### src/rtl/bcd_pkg.sv
// Shared definitions for the serial binary-to-BCD converter.
//   DIGIT_W     : width of one BCD digit
//   ADD3_THRESH : double-dabble correction threshold (digit >= 5 gets +3)
//   ADD3_VAL    : correction amount
//   bcd_state_t : converter FSM states
//   pow10()     : elaboration-time helper for the range check
package bcd_pkg;

    localparam int DIGIT_W = 4;
    localparam logic [DIGIT_W-1:0] ADD3_THRESH = 4'd5;
    localparam logic [DIGIT_W-1:0] ADD3_VAL = 4'd3;

    typedef enum logic [1:0] {
        IDLE  = 2'd0,
        SHIFT = 2'd1,
        DONE  = 2'd2
    } bcd_state_t;

    function automatic longint unsigned pow10(input int n);
        longint unsigned r;
        r = 1;
        for (int i = 0; i < n; i++) begin
            r = r * 10;
        end
        return r;
    endfunction

endpackage

### src/rtl/bcd_serial_if.sv
// Handshake bundle of the serial BCD converter.
//   in_valid/in_ready/din     : operand channel (master drives in_valid, din)
//   out_valid/out_ready/dout  : result channel (master drives out_ready)
//   sign                      : result sign, only with BCD_SERIAL_SIGNED_EN
// master = producer/consumer environment, slave = converter.
interface bcd_serial_if #(
    parameter int WIDTH  = 9,
    parameter int DIGITS = 3
) ();
    logic                  in_valid;
    logic                  in_ready;
    logic [WIDTH-1:0]      din;
    logic                  out_valid;
    logic                  out_ready;
    logic [4*DIGITS-1:0]   dout;
`ifdef BCD_SERIAL_SIGNED_EN
    logic                  sign;
`endif

    modport master (
        output in_valid, din, out_ready,
`ifdef BCD_SERIAL_SIGNED_EN
        input  sign,
`endif
        input  in_ready, out_valid, dout
    );

    modport slave (
        input  in_valid, din, out_ready,
`ifdef BCD_SERIAL_SIGNED_EN
        output sign,
`endif
        output in_ready, out_valid, dout
    );
endinterface

### src/rtl/bcd_digit_adj.sv
// Double-dabble digit correction: adds 3 to a BCD digit that is >= 5 so that
// the following left shift carries correctly into the next digit.
//   din  : digit before correction
//   dout : corrected digit
module bcd_digit_adj
    import bcd_pkg::*;
(
    input  logic [DIGIT_W-1:0] din,
    output logic [DIGIT_W-1:0] dout
);
    assign dout = (din >= ADD3_THRESH) ? (din + ADD3_VAL) : din;
endmodule

### src/rtl/bcd_serial.sv
// Iterative double-dabble binary-to-BCD converter, one bit per clock.
// Optional macro BCD_SERIAL_SIGNED_EN: operand is two's complement, its
// magnitude is converted and the sign is reported on bus.sign.
//   clk   : clock
//   rst_n : asynchronous active-low reset
//   bus   : bcd_serial_if slave (operand in, packed BCD result out)
module bcd_serial
    import bcd_pkg::*;
#(
    parameter int WIDTH  = 9,
    parameter int DIGITS = 3
) (
    input  logic         clk,
    input  logic         rst_n,
    bcd_serial_if.slave  bus
);
    localparam int CW  = $clog2(WIDTH + 1);
    localparam int AW  = DIGIT_W * DIGITS;
    localparam longint unsigned MAX_IN = (64'd1 << WIDTH) - 64'd1;

    if (WIDTH < 2 || WIDTH > 31) begin : g_width_err
        $error("bcd_serial: WIDTH must be in 2..31");
    end
    if (pow10(DIGITS) <= MAX_IN) begin : g_range_err
        $error("bcd_serial: DIGITS too small for the WIDTH-bit input range");
    end

    bcd_state_t        state_q, state_d;
    logic [WIDTH-1:0]  sr_q, sr_d;
    logic [AW-1:0]     acc_q, acc_d;
    logic [CW-1:0]     cnt_q, cnt_d;
    logic [AW-1:0]     dout_q, dout_d;
    logic              in_ready_q, in_ready_d;
    logic              out_valid_q, out_valid_d;
    logic [AW-1:0]     acc_adj;
    logic [AW+WIDTH-1:0] shifted;
    logic [WIDTH-1:0]  operand;

    for (genvar gi = 0; gi < DIGITS; gi++) begin : g_adj
        bcd_digit_adj u_adj (
            .din  (acc_q[gi*DIGIT_W +: DIGIT_W]),
            .dout (acc_adj[gi*DIGIT_W +: DIGIT_W])
        );
    end

    assign shifted = {acc_adj, sr_q} << 1;

`ifdef BCD_SERIAL_SIGNED_EN
    // Sign captured at acceptance, published together with dout at completion.
    logic sign_pend_q, sign_pend_d;
    logic sign_q, sign_d;
    // Negating the most negative value wraps to 2**(WIDTH-1), which is the
    // correct unsigned magnitude in WIDTH bits.
    assign operand = bus.din[WIDTH-1] ? (~bus.din + WIDTH'(1)) : bus.din;
    assign bus.sign = sign_q;
`else
    assign operand = bus.din;
`endif

    always_comb begin
        state_d     = state_q;
        sr_d        = sr_q;
        acc_d       = acc_q;
        cnt_d       = cnt_q;
        dout_d      = dout_q;
        in_ready_d  = in_ready_q;
        out_valid_d = out_valid_q;
`ifdef BCD_SERIAL_SIGNED_EN
        sign_pend_d = sign_pend_q;
        sign_d      = sign_q;
`endif
        case (state_q)
            IDLE: begin
                if (bus.in_valid) begin
                    sr_d       = operand;
                    acc_d      = '0;
                    cnt_d      = CW'(WIDTH);
                    state_d    = SHIFT;
                    in_ready_d = 1'b0;
`ifdef BCD_SERIAL_SIGNED_EN
                    sign_pend_d = bus.din[WIDTH-1];
`endif
                end
            end
            SHIFT: begin
                acc_d = shifted[AW+WIDTH-1 -: AW];
                sr_d  = shifted[WIDTH-1:0];
                cnt_d = cnt_q - CW'(1);
                if (cnt_q == CW'(1)) begin
                    // Last bit: publish the result on the same edge.
                    state_d     = DONE;
                    out_valid_d = 1'b1;
                    dout_d      = shifted[AW+WIDTH-1 -: AW];
`ifdef BCD_SERIAL_SIGNED_EN
                    sign_d      = sign_pend_q;
`endif
                end
            end
            DONE: begin
                if (bus.out_ready) begin
                    state_d     = IDLE;
                    out_valid_d = 1'b0;
                    in_ready_d  = 1'b1;
                end
            end
            default: begin
                state_d     = IDLE;
                out_valid_d = 1'b0;
                in_ready_d  = 1'b1;
            end
        endcase
    end

    always_ff @(posedge clk or negedge rst_n) begin
        if (!rst_n) begin
            state_q     <= IDLE;
            sr_q        <= '0;
            acc_q       <= '0;
            cnt_q       <= '0;
            dout_q      <= '0;
            in_ready_q  <= 1'b1;
            out_valid_q <= 1'b0;
`ifdef BCD_SERIAL_SIGNED_EN
            sign_pend_q <= 1'b0;
            sign_q      <= 1'b0;
`endif
        end else begin
            state_q     <= state_d;
            sr_q        <= sr_d;
            acc_q       <= acc_d;
            cnt_q       <= cnt_d;
            dout_q      <= dout_d;
            in_ready_q  <= in_ready_d;
            out_valid_q <= out_valid_d;
`ifdef BCD_SERIAL_SIGNED_EN
            sign_pend_q <= sign_pend_d;
            sign_q      <= sign_d;
`endif
        end
    end

    assign bus.in_ready  = in_ready_q;
    assign bus.out_valid = out_valid_q;
    assign bus.dout      = dout_q;
endmodule
### src/flat_wrapper.sv
// flat-port wrapper written by rule: the top's interface ports become plain ports
module bcd_serial_flat import bcd_pkg::*;
#(
    parameter int WIDTH  = 9,
    parameter int DIGITS = 3
)
  (clk, rst_n, bus_in_valid, bus_din, bus_out_ready, bus_in_ready, bus_out_valid, bus_dout);
  bcd_serial_if #(.WIDTH(WIDTH), .DIGITS(DIGITS)) bus_i ();
  input  logic clk;
  input  logic rst_n;
  input wire logic [$bits(bus_i.in_valid)-1:0] bus_in_valid;
  input wire logic [$bits(bus_i.din)-1:0] bus_din;
  input wire logic [$bits(bus_i.out_ready)-1:0] bus_out_ready;
  output wire logic [$bits(bus_i.in_ready)-1:0] bus_in_ready;
  output wire logic [$bits(bus_i.out_valid)-1:0] bus_out_valid;
  output wire logic [$bits(bus_i.dout)-1:0] bus_dout;
  assign bus_i.in_valid = bus_in_valid;
  assign bus_i.din = bus_din;
  assign bus_i.out_ready = bus_out_ready;
  assign bus_in_ready = bus_i.in_ready;
  assign bus_out_valid = bus_i.out_valid;
  assign bus_dout = bus_i.dout;
  bcd_serial #(.WIDTH(WIDTH), .DIGITS(DIGITS)) u_core (.clk(clk), .rst_n(rst_n), .bus(bus_i));
endmodule
### config.mk
export PLATFORM = sky130hd
export DESIGN_NAME = bcd_serial_flat
export DESIGN_NICKNAME = d
export VERILOG_FILES = /design/src/rtl/bcd_pkg.sv /design/src/rtl/bcd_serial_if.sv /design/src/rtl/bcd_digit_adj.sv /design/src/rtl/bcd_serial.sv /design/src/flat_wrapper.sv
export SDC_FILE = /design/constraint.sdc
export NUM_CORES = 1
export LEC_CHECK = 0
export CORE_AREA = 2 2 86 88
export DETAILED_ROUTE_END_ITERATION = 12
export DIE_AREA = 0 0 88 90
export MAX_ROUTING_LAYER = met4
export PLACE_DENSITY_LB_ADDON = 0.08
export SLEW_MARGIN = 5
export SYNTH_ARGS = -nofsm -noshare
export SYNTH_HDL_FRONTEND = slang
export SYNTH_SLANG_ARGS = --single-unit
### constraint.sdc
create_clock -name clk -period 2.9 [get_ports clk]
set_input_delay 0.58 -clock clk [delete_from_list [all_inputs] [get_ports clk]]
set_output_delay 0.58 -clock clk [all_outputs]
set_load 0.02 [all_outputs]
==> implementation parameters <==
Parameter                              Value

Clock network
  Post-CTS Hold Buffers    0
  Post-CTS sizing    0
  Cts bufs inserted    5
  Maximum number of buffers from clock root to sink    2
  Clock insertion delay at the later pin of the skew report    0.29 ns
  Clock tree from TritonCTS    yes
  Setup Buffers After CTS    0
  Register clock-pin slew on the reported worst setup and hold paths    0.08 ns
  Buffer cell driving the clock tree root    sky130_fd_sc_hd__clkbuf_8
  H-tree levels    2
  Num Clock Sinks    41

Drt
  Antenna Nets Post-Route    0
  Drt initial violations    37
  Post-route DRC violation count    0
  DRT Wirelength    4.178 mm
  Detailed-route via count    1480
  Via density per instance    4.554
  Number of search-and-repair iterations in the first detailed-routing pass    4
  Routed wire per std cell    12.86 um

Worst setup path
  Largest fanout of any net on the critical path    3
  Worst r2r path cells    6
  Worst path buffer plus inverter count    1
  Reg-to-reg startpoint    u_core.acc_q[4]
  Worst path arrival time    1.43 ns
  Endpoint kind of the worst setup timing path    output port
  Worst setup SP type    flop
  Slowest stage cell on the critical path    sky130_fd_sc_hd__clkdlybuf4s50_1
  Peak per-stage delay on the critical path    0.60 ns
  Ordered cell list for the critical path    clkdlybuf4s50_1
  Worst reg2reg setup slack    1.18 ns
  Worst R2R End    u_core.bus.dout[6]
  Kind of cell with the highest combined delay on the critical path    buffers and inverters
  Type of the worst setup path    flop to output port
  Worst EP required    2.32 ns

Layout
  Number of standard cells in the layout, taps in and fillers out    325
  Area grow syn2layout    21.15%
  Fraction of layout cells with a size suffix above 1    10.62%
  Ant. Diodes    0
  Layout Nets    246
  Final Util    35.32%
  Final design instance area without fill    2480 um2
  Filler cell count in the final layout    736

Floorplanning
  Height of the chip    90 um
  Width of the die    88 um
  Area enclosed by the die boundary    7920 um2
  Area of the core    7020 um2
  Initial standard-cell utilization of the core    29.16%
  Std-Cell Rows    31
  I/O pin total    27

Timing
  Fin crit share    69.43%
  Minimum clock period    2.014 ns
  Final Max Slew Viols    0
  Worst-case setup margin in the final layout    0.8864 ns
  Maximum clock frequency    0.4966 GHz
  Slew margin rel.    38.16%
  Unrepaired setup endpoints after global routing    no
  Number of failing setup endpoints in the final timing report    0
  Setup tns final    0 ns
  Setup clock skew after layout    0.006730 ns
  Pin slew with the least headroom to its limit    0.9276 ns
  Final hold violation count    0

GRT
  First-pass GRT wire length    7.141 mm
  Total global routing track utilization    11.97%
  Via count of the first global-routing pass    1410
  Largest net degree at the start of global routing    42
  Overall overflow remaining after global route    0
  Number of antenna violations at the first check in global routing    0

Worst hold path
  Worst hold-check path type    input port to async pin

Synth
  Synth top area share    48.90%
  EDFF count, synth    0
  Commonest register cell after synthesis    sky130_fd_sc_hd__dfrtp_1
  #FFs+latches synth    41
  Net count after synthesis    221
  Avg Synthesized Cell Area    10.23 um2
  Ranking of synthesized cells by area    sky130_fd_sc_hd__dfrtp_1, sky130_fd_sc_hd__o21ai_0, sky130_fd_sc_hd__a21oi_1, sky130_fd_sc_hd__ha_1, sky130_fd_sc_hd__nand2_1
  Library cell occupying the most area in the post-synthesis netlist    sky130_fd_sc_hd__dfrtp_1
  Total number of yosys warnings    0
  Most common library cells after synthesis    sky130_fd_sc_hd__dfrtp_1, sky130_fd_sc_hd__o21ai_0, sky130_fd_sc_hd__nand2_1
  Dominant cell by count in the synthesized netlist    sky130_fd_sc_hd__dfrtp_1
  Number of distinct library cells after synthesis    30
  Netlist area before placement    2047 um2
  Synth async-reset ratio    100.0%
  Portion of the post-synthesis area used by sequential elements    50.18%
  Cell count after synthesis    200

Placement
  Final Wtd Congestion    0.6754
  Half-perimeter wire length after placement    2.726 mm
  Number of port buffers    26
  Instance area after placement    2379 um2
  Placed cell count    317
  Placement-stage worst setup slack    0.6802 ns

Pwr
  Peak ir drop on the vdd network    0.0002457 V
  Power density relative to cell area    1054 nW/um2
  Leakage    0.001103 uW

Run
  Total of max-cap violations    0

Run status
  Outcome    finished clean
## layout by cell type (no fill, tap or decap), drive strengths merged, types with 6 or more instances in the layout
cell type,n
dfrtp,40
clkbuf,7
o21ai,28
ha,8
nor3b,6
inv,8
a22oi,6
clkdlybuf4s50,25
nor2b,11
nand2,22
a22o,6
a21oi,20
## layout make-up
| class | instances | area, um2 | share of cell area (%) |
|---|---|---|---|
| inverters | 8 | 30.03 | 1.211 |
| clock inverters | 1 | 5.005 | 0.2018 |
| multi-input cells | 140 | 919.6 | 37.08 |
| well taps | 99 | 123.9 | 4.995 |
| repair buffers | 29 | 277.8 | 11.20 |
| flip-flops and latches | 41 | 1027 | 41.42 |
| clock buffers | 7 | 96.34 | 3.885 |
## stage by stage
stage	power, uW	hold slack (ns)
after CTS	2660	0.4773
final	2613	0.4047
after floorplan	1856	0.2844
after global routing	2870	0.5062
after detailed placement	2230	0.4708
after global placement	2228	0.4647
## metal layers
metal / vias up / track usage [%] / wire length [um]
met5: - / - / 0
met4: 0 / 3.846 / 59
met3: 5 / 3.306 / 138
met2: 27 / 16.86 / 1870
met1: 707 / 16.58 / 2109
li1: 741 / - / -
## cell families after synthesis
group	after synthesis	synth area share, %
AOI/OAI and AO/OA	62	17.60
adders and majority gates	8	4.890
buffers and inverters	19	4.890
muxes	9	5.623
and+or+nand+nor	58	15.53
DFF	41	50.18
xor gates and xnor gates	3	1.284
## sequential cells by signal, indices dropped and copies added (netlist names)
name                  count
u_core.bus.in_ready       1
u_core.bus.dout          12
u_core.sr_q               9
u_core.acc_q             12
u_core.bus.out_valid      1
u_core.state_q            2
u_core.cnt_q              4
## worst max-delay path by stage
stage	start	end	slack (ns)	cells after the start
3_3_place_gp	bus_in_valid	u_core.bus.in_ready	0.72	4
6_report	u_core.bus.in_ready	bus_in_ready	0.89	1
3_5_place_dp	bus_in_valid	u_core.sr_q[5]	0.68	4
2_1_floorplan	u_core.acc_q[4]	u_core.bus.dout[6]	1.41	6
5_1_grt	u_core.bus.in_ready	bus_in_ready	0.85	1
4_1_cts	u_core.bus.in_ready	bus_in_ready	0.87	1
## power breakdown
group | internal [uW] | switching (uW) | leakage, uW
combinational | 580 | 602 | 0.000530
clock | 215 | 200 | 0.0000542
sequential | 814 | 202 | 0.000518
Power figures use the tool's default switching activity.
